`src/rtl/adpll_acq_ctrl.sv`:
```
// ---------------------------------------------------------------------------
// adpll_acq_ctrl
//
// Acquisition and lock controller for the ADPLL loop (ID_clk domain).
// Counts synchronized up/down pulses from the phase-detector interface over
// fixed windows and gear-shifts the PI filter from coarse gains to fine gains
// and finally to a declared lock. Loses lock (back to coarse) on a noisy
// window, and flags a timeout if coarse acquisition takes too long.
//
// Ports:
//   clk          in   ID_clk domain clock
//   rst          in   synchronous, active-low reset
//   enable       in   loop run request (level)
//   up_pulse     in   single-cycle up pulse from the PFD interface
//   down_pulse   in   single-cycle down pulse from the PFD interface
//   p_gain       out  proportional gain to the PI filter   [GAIN_W]
//   i_gain       out  integral gain to the PI filter       [GAIN_W]
//   filter_hold  out  1 = PI filter freezes its integrator
//   locked       out  lock status (level)
//   lock_lost    out  one-cycle pulse when a declared lock drops
//   acq_timeout  out  one-cycle pulse when coarse acquisition times out
//   state        out  IDLE=0, COARSE=1, FINE=2, LOCKED=3
// ---------------------------------------------------------------------------
module adpll_acq_ctrl #(
    parameter int WINDOW_LEN  = 1024,
    parameter int PCW         = 8,
    parameter int GAIN_W      = 4,
    parameter int COARSE_P    = 4,
    parameter int COARSE_I    = 2,
    parameter int FINE_P      = 1,
    parameter int FINE_I      = 1,
    parameter int QUIET_MAX   = 8,
    parameter int LOCK_COUNT  = 4,
    parameter int UNLOCK_MAX  = 32,
    parameter int ACQ_TIMEOUT = 64
) (
    input  logic              clk,
    input  logic              rst,
    input  logic              enable,
    input  logic              up_pulse,
    input  logic              down_pulse,
    output logic [GAIN_W-1:0] p_gain,
    output logic [GAIN_W-1:0] i_gain,
    output logic              filter_hold,
    output logic              locked,
    output logic              lock_lost,
    output logic              acq_timeout,
    output logic [1:0]        state
);

    localparam int WW = (WINDOW_LEN > 1) ? $clog2(WINDOW_LEN) : 1;
    localparam int GW = $clog2(LOCK_COUNT + 1);
    localparam int TW = $clog2(ACQ_TIMEOUT + 1);

    localparam logic [WW-1:0]     WLAST     = WW'(WINDOW_LEN - 1);
    localparam logic [PCW-1:0]    PCNT_MAX  = {PCW{1'b1}};
    localparam logic [PCW:0]      PSUM_MAX  = {1'b0, {PCW{1'b1}}};
    localparam logic [PCW-1:0]    QUIET_TH  = PCW'(QUIET_MAX);
    localparam logic [PCW-1:0]    UNLOCK_TH = PCW'(UNLOCK_MAX);
    localparam logic [GW-1:0]     LOCK_TH   = GW'(LOCK_COUNT);
    localparam logic [TW-1:0]     TMO_TH    = TW'(ACQ_TIMEOUT);
    localparam logic [GAIN_W-1:0] CP        = GAIN_W'(COARSE_P);
    localparam logic [GAIN_W-1:0] CI        = GAIN_W'(COARSE_I);
    localparam logic [GAIN_W-1:0] FP        = GAIN_W'(FINE_P);
    localparam logic [GAIN_W-1:0] FI        = GAIN_W'(FINE_I);

    typedef enum logic [1:0] {
        ST_IDLE   = 2'd0,
        ST_COARSE = 2'd1,
        ST_FINE   = 2'd2,
        ST_LOCKED = 2'd3
    } state_t;

    state_t          cur_state;
    state_t          nxt_state;
    logic [WW-1:0]   wcnt;
    logic [WW-1:0]   wcnt_nxt;
    logic [PCW-1:0]  pcnt;
    logic [PCW-1:0]  pcnt_nxt;
    logic [GW-1:0]   good;
    logic [GW-1:0]   good_nxt;
    logic [TW-1:0]   tcnt;
    logic [TW-1:0]   tcnt_nxt;

    logic [1:0]        pulse_inc;
    logic [PCW:0]      pcnt_sum;
    logic [PCW-1:0]    pcnt_eval;
    logic              win_end;
    logic              quiet;
    logic              unlock;
    logic [GW-1:0]     good_inc;
    logic              good_hit;
    logic [TW-1:0]     tcnt_inc;
    logic              timeout_hit;

    logic [GAIN_W-1:0] p_gain_nxt;
    logic [GAIN_W-1:0] i_gain_nxt;
    logic              filter_hold_nxt;
    logic              locked_nxt;
    logic              lock_lost_nxt;
    logic              acq_timeout_nxt;

    assign state = cur_state;

    // Window bookkeeping: the evaluated count includes this cycle's pulses so
    // a pulse landing on the last window cycle is not lost. The sum is one bit
    // wider than the counter so saturation can be detected without wrapping.
    always_comb begin
        pulse_inc   = {1'b0, up_pulse} + {1'b0, down_pulse};
        pcnt_sum    = {1'b0, pcnt} + (PCW + 1)'(pulse_inc);
        pcnt_eval   = (pcnt_sum > PSUM_MAX) ? PCNT_MAX : pcnt_sum[PCW-1:0];
        win_end     = (cur_state != ST_IDLE) && (wcnt == WLAST);
        quiet       = (pcnt_eval <= QUIET_TH);
        unlock      = (pcnt_eval > UNLOCK_TH);
        good_inc    = (good >= LOCK_TH) ? LOCK_TH : good + 1'b1;
        good_hit    = (good_inc >= LOCK_TH);
        tcnt_inc    = (tcnt >= TMO_TH) ? TMO_TH : tcnt + 1'b1;
        timeout_hit = (tcnt_inc >= TMO_TH);
    end

    // Next-state and next-output logic. Window-end decisions are made first,
    // then disable overrides them, and finally any state change restarts all
    // counters so the next window begins cleanly on the cycle after entry.
    always_comb begin
        nxt_state       = cur_state;
        wcnt_nxt        = (wcnt == WLAST) ? '0 : wcnt + 1'b1;
        pcnt_nxt        = win_end ? '0 : pcnt_eval;
        good_nxt        = good;
        tcnt_nxt        = tcnt;
        lock_lost_nxt   = 1'b0;
        acq_timeout_nxt = 1'b0;

        case (cur_state)
            ST_IDLE: begin
                wcnt_nxt = '0;
                pcnt_nxt = '0;
                good_nxt = '0;
                tcnt_nxt = '0;
                if (enable) begin
                    nxt_state = ST_COARSE;
                end
            end
            ST_COARSE: begin
                if (win_end) begin
                    good_nxt = quiet ? good_inc : '0;
                    tcnt_nxt = tcnt_inc;
                    // An advance on the same window end as a timeout wins.
                    if (quiet && good_hit) begin
                        nxt_state = ST_FINE;
                    end else if (timeout_hit) begin
                        acq_timeout_nxt = 1'b1;
                        good_nxt        = '0;
                        tcnt_nxt        = '0;
                    end
                end
            end
            ST_FINE: begin
                if (win_end) begin
                    if (unlock) begin
                        nxt_state = ST_COARSE;
                    end else if (quiet) begin
                        good_nxt = good_inc;
                        if (good_hit) begin
                            nxt_state = ST_LOCKED;
                        end
                    end else begin
                        good_nxt = '0;
                    end
                end
            end
            ST_LOCKED: begin
                if (win_end && unlock) begin
                    nxt_state     = ST_COARSE;
                    lock_lost_nxt = 1'b1;
                end
            end
            default: begin
                nxt_state = ST_IDLE;
            end
        endcase

        // Dropping enable is a deliberate shutdown, not a lock loss.
        if ((cur_state != ST_IDLE) && !enable) begin
            nxt_state       = ST_IDLE;
            lock_lost_nxt   = 1'b0;
            acq_timeout_nxt = 1'b0;
        end

        if (nxt_state != cur_state) begin
            wcnt_nxt = '0;
            pcnt_nxt = '0;
            good_nxt = '0;
            tcnt_nxt = '0;
        end
    end

    // Output decode from the next state so gains, hold and locked switch on
    // the same edge as the state itself.
    always_comb begin
        p_gain_nxt      = '0;
        i_gain_nxt      = '0;
        filter_hold_nxt = 1'b1;
        locked_nxt      = 1'b0;
        case (nxt_state)
            ST_COARSE: begin
                p_gain_nxt      = CP;
                i_gain_nxt      = CI;
                filter_hold_nxt = 1'b0;
            end
            ST_FINE: begin
                p_gain_nxt      = FP;
                i_gain_nxt      = FI;
                filter_hold_nxt = 1'b0;
            end
            ST_LOCKED: begin
                p_gain_nxt      = FP;
                i_gain_nxt      = FI;
                filter_hold_nxt = 1'b0;
                locked_nxt      = 1'b1;
            end
            default: begin
                p_gain_nxt      = '0;
                i_gain_nxt      = '0;
                filter_hold_nxt = 1'b1;
                locked_nxt      = 1'b0;
            end
        endcase
    end

    // State, counters and all outputs are registered; reset wins over any
    // in-progress window.
    always_ff @(posedge clk) begin
        if (!rst) begin
            cur_state   <= ST_IDLE;
            wcnt        <= '0;
            pcnt        <= '0;
            good        <= '0;
            tcnt        <= '0;
            p_gain      <= '0;
            i_gain      <= '0;
            filter_hold <= 1'b1;
            locked      <= 1'b0;
            lock_lost   <= 1'b0;
            acq_timeout <= 1'b0;
        end else begin
            cur_state   <= nxt_state;
            wcnt        <= wcnt_nxt;
            pcnt        <= pcnt_nxt;
            good        <= good_nxt;
            tcnt        <= tcnt_nxt;
            p_gain      <= p_gain_nxt;
            i_gain      <= i_gain_nxt;
            filter_hold <= filter_hold_nxt;
            locked      <= locked_nxt;
            lock_lost   <= lock_lost_nxt;
            acq_timeout <= acq_timeout_nxt;
        end
    end

endmodule

```
`config.mk`:
```
export PLATFORM = sky130hd
export DESIGN_NAME = adpll_acq_ctrl
export DESIGN_NICKNAME = d
export VERILOG_FILES = /design/src/rtl/adpll_acq_ctrl.sv
export SDC_FILE = /design/constraint.sdc
export NUM_CORES = 1
export LEC_CHECK = 0
export CAP_MARGIN = 20
export CORE_ASPECT_RATIO = 0.7
export CORE_UTILIZATION = 50
export CTS_CLUSTER_SIZE = 14
export DETAILED_ROUTE_END_ITERATION = 8
export PLACE_DENSITY = 0.74
export SLEW_MARGIN = 5
export SYNTH_ARGS = -nofsm -noshare
export SYNTH_HDL_FRONTEND = slang
export SYNTH_SLANG_ARGS = --single-unit
```
`constraint.sdc`:
```
create_clock -name clk -period 3.4 [get_ports clk]
set_clock_uncertainty 0.2 [all_clocks]
set_input_delay 0.68 -clock clk [delete_from_list [all_inputs] [get_ports clk]]
set_output_delay 0.68 -clock clk [all_outputs]
set_load 0.03 [all_outputs]
```
==> summary.txt <==
grt total ovfl -> 0
drt first pass iters -> 4
initial cell density of the core -> 52.9%
Setup-failing EPs final -> 0
VDD IR max -> 334 uV
multi-input logic area -> 1440 um^2
wirelength, routed -> 5020 um
Crit Path Class -> input pin to flip-flop
outcome -> finished, final reports clean
commonest non-fill, non-tap cells in the layout -> 36 x dfxtp_1, 20 x nor2_1, 19 x buf_4
setup ws final -> 0.0829 ns
ys flop type -> dfxtp_1
commonest non-fill, non-tap cell in the layout -> dfxtp_1
fraction of layout instances using a drive strength above 1 -> 26.4%
H-Tree Depth -> 2
Cell variety after synth -> 60
core area -> 3990 um^2
fillers -> 307
row cnt -> 19
clock-pin transition on the worst setup and hold timing paths -> 0.07 ns
CTS Buffer Depth -> 2
IO buf count -> 14
storage element area -> 721 um^2
Root Buffer -> clkbuf_8
post-synthesis sequential area ratio -> 34.1%
clock sinks -> 36
Die Y -> 56.4 um
CTS tree -> built
Remaining DRCs -> 0
Synth async-reset ratio -> 0%
Slew @ Worst Pin -> 0.677 ns
number of synthesized flops with an enable pin -> 0
RD Place Congestion -> 0.821
fmax -> 0.301 GHz
average routed wire per standard cell -> 15.0 um
Vias/cell -> 5.64
hpwl dp -> 3370 um
CP max stage delay -> 0.45 ns
Slew Viols, Final -> 0
Crit-path slowest cell -> clkdlybuf4s50_1
Worst EP required -> 3.43 ns
Layout Area Growth over Synthesis -> 28.7%
Cells after Synth -> 247
Static Leak -> 1.02 nW
RSZ-0062 raised after global routing -> yes
Hold Violations, Final -> 0
Die W -> 79.7 um
Ys Warns -> 0
worst skew pair latency -> 0.29 ns
post-route minimum period -> 3.32 ns
diodes inserted -> 0
Layout Cells excl Fill -> 336
Post-CTS Setup Inserts -> 0
Max FO, Critical Path -> 6
TNS Setup -> 0 ns
max-capacitance violation count -> 0
Hold Path Class -> flip-flop to flip-flop
drt first-iter violations -> 110
DIE AREA -> 4490 um^2
Avg Synthesized Cell Area -> 8.56 um^2
nets -> 301
FF+latch count, synth -> 36
pre-CTS WS -> -0.398 ns
CP bufs+invs -> 3
Slew HR -> 54.7%
Top delay family on crit path -> compound AO/OA/AOI/OAI gates
Tot GR Track Use -> 22.6%
Synth Cell Area -> 2110 um^2
initial antenna violation count -> 0
type of destination of the critical path -> flip-flop
Period Utilization, post-route -> 97.6%
critical path, cell by cell -> clkdlybuf4s50_1 -> inv_1 -> fa_2 -> inv_2 -> ha_4 -> and4_4 -> a21o_2 -> and3_4 -> and2b_2 -> o22a_4 -> a2111o_1 -> a21oi_2
total number of vias -> 1896
Crit path arrival time -> 3.35 ns
Pwr Density -> 402 nW/um^2
IO Pins -> 19
vias in the first global route -> 1682
pin count of the biggest net entering global routing -> 25
cts bufs inserted -> 5
global-route wire length before repair -> 7780 um
Antenna Violating Nets Remaining -> 0
DP Cell Count -> 328
startpoint types -> input pin
## tightest hold or removal path, cell delays in order (launching register included)
cell and delay (ns):
dfxtp_1 0.32, nand2_1 0.07, a21oi_2 0.04
## power by group
group / internal (mW) / leakage [nW] / switching, mW
combinational: 0.136 / 0.691 / 0.216
sequential: 0.438 / 0.291 / 0.0189
clock: 0.139 / 0.0410 / 0.146
## worst paths after layout
path | start | endpoint | slack [ns] | cells after the start
setup reg to reg | wcnt[0] | wcnt[6] | 0.48 | 9
hold / removal | good[2] | good[2] | 0.27 | 2
setup / recovery | down_pulse | good[1] | 0.08 | 12
hold reg to reg | good[2] | good[2] | 0.27 | 2
## cells in the mapped netlist (3+ instances only)
| master | count | area [um^2] |
|---|---|---|
| a21oi_1 | 11 | 55.1 |
| a31oi_1 | 5 | 31.3 |
| and3_1 | 6 | 37.5 |
| buf_4 | 6 | 45.0 |
| buf_6 | 3 | 33.8 |
| dfxtp_1 | 36 | 721 |
| ha_1 | 11 | 138 |
| inv_1 | 18 | 67.6 |
| nand2_1 | 16 | 60.1 |
| nand3_1 | 10 | 50.1 |
| nand3b_1 | 4 | 30.0 |
| nor2_1 | 20 | 75.1 |
| nor3_1 | 8 | 40.0 |
| nor4_1 | 8 | 50.1 |
| o211ai_1 | 3 | 22.5 |
| o21a_1 | 5 | 37.5 |
| o21ai_0 | 14 | 70.1 |
| o22ai_1 | 3 | 18.8 |
| xnor2_1 | 3 | 26.3 |
| xor2_1 | 6 | 52.6 |
## area by class of cell
cell class,instances,share of cell area (%)
multi-input combinational,184,53.1
sequential,36,26.5
tap,52,2.39
timing repair buffer,39,12.7
inverter,18,2.49
clock inverter,1,0.184
clock buffer,6,2.67
## state kept, by name, summed over array words and instances (netlist names)
name,count
tcnt,7
good,3
p_gain,2
state,2
locked,1
pcnt,8
wcnt,10
acq_timeout,1
filter_hold,1
lock_lost,1
## cell families after synthesis
kind of cell	after synthesis	share of synthesized area [%]
mux	1	0.474
buf+inv	30	7.52
simple gates	96	26.2
xor+xnor	9	3.73
fa+ha+maj	12	7.46
compound gates	62	20.3
other cells	1	0.177
flops	36	34.1
## routing by layer
layer  up-vias  track usage (%)  routed length [um]
met3         7             4.88                 187
met2        33             31.9                2280
met4         0             8.57                  64
li1        946                -                   -
met1       910             33.2                2500
met5         -                0                   0
## what timing repair did
action,4_1_cts,5_1_grt
hold buffers,0,0
pin swaps,4,9
endpoints found under the setup margin,26,33
gates resized for setup,6,36
cloned,0,1
## per-stage QoR
step	utilization, %	hold WS [ns]	instance area [um^2]	total power [mW]
after floorplan	-	0.233	2120	0.657
after global placement	60.6	0.248	2420	0.740
after detailed placement	60.6	0.247	2420	0.745
after CTS	63.1	0.257	2520	1.04
after global routing	68.1	0.304	2720	1.15
final	68.1	0.269	2720	1.09
(Power assumes the default switching activity.)
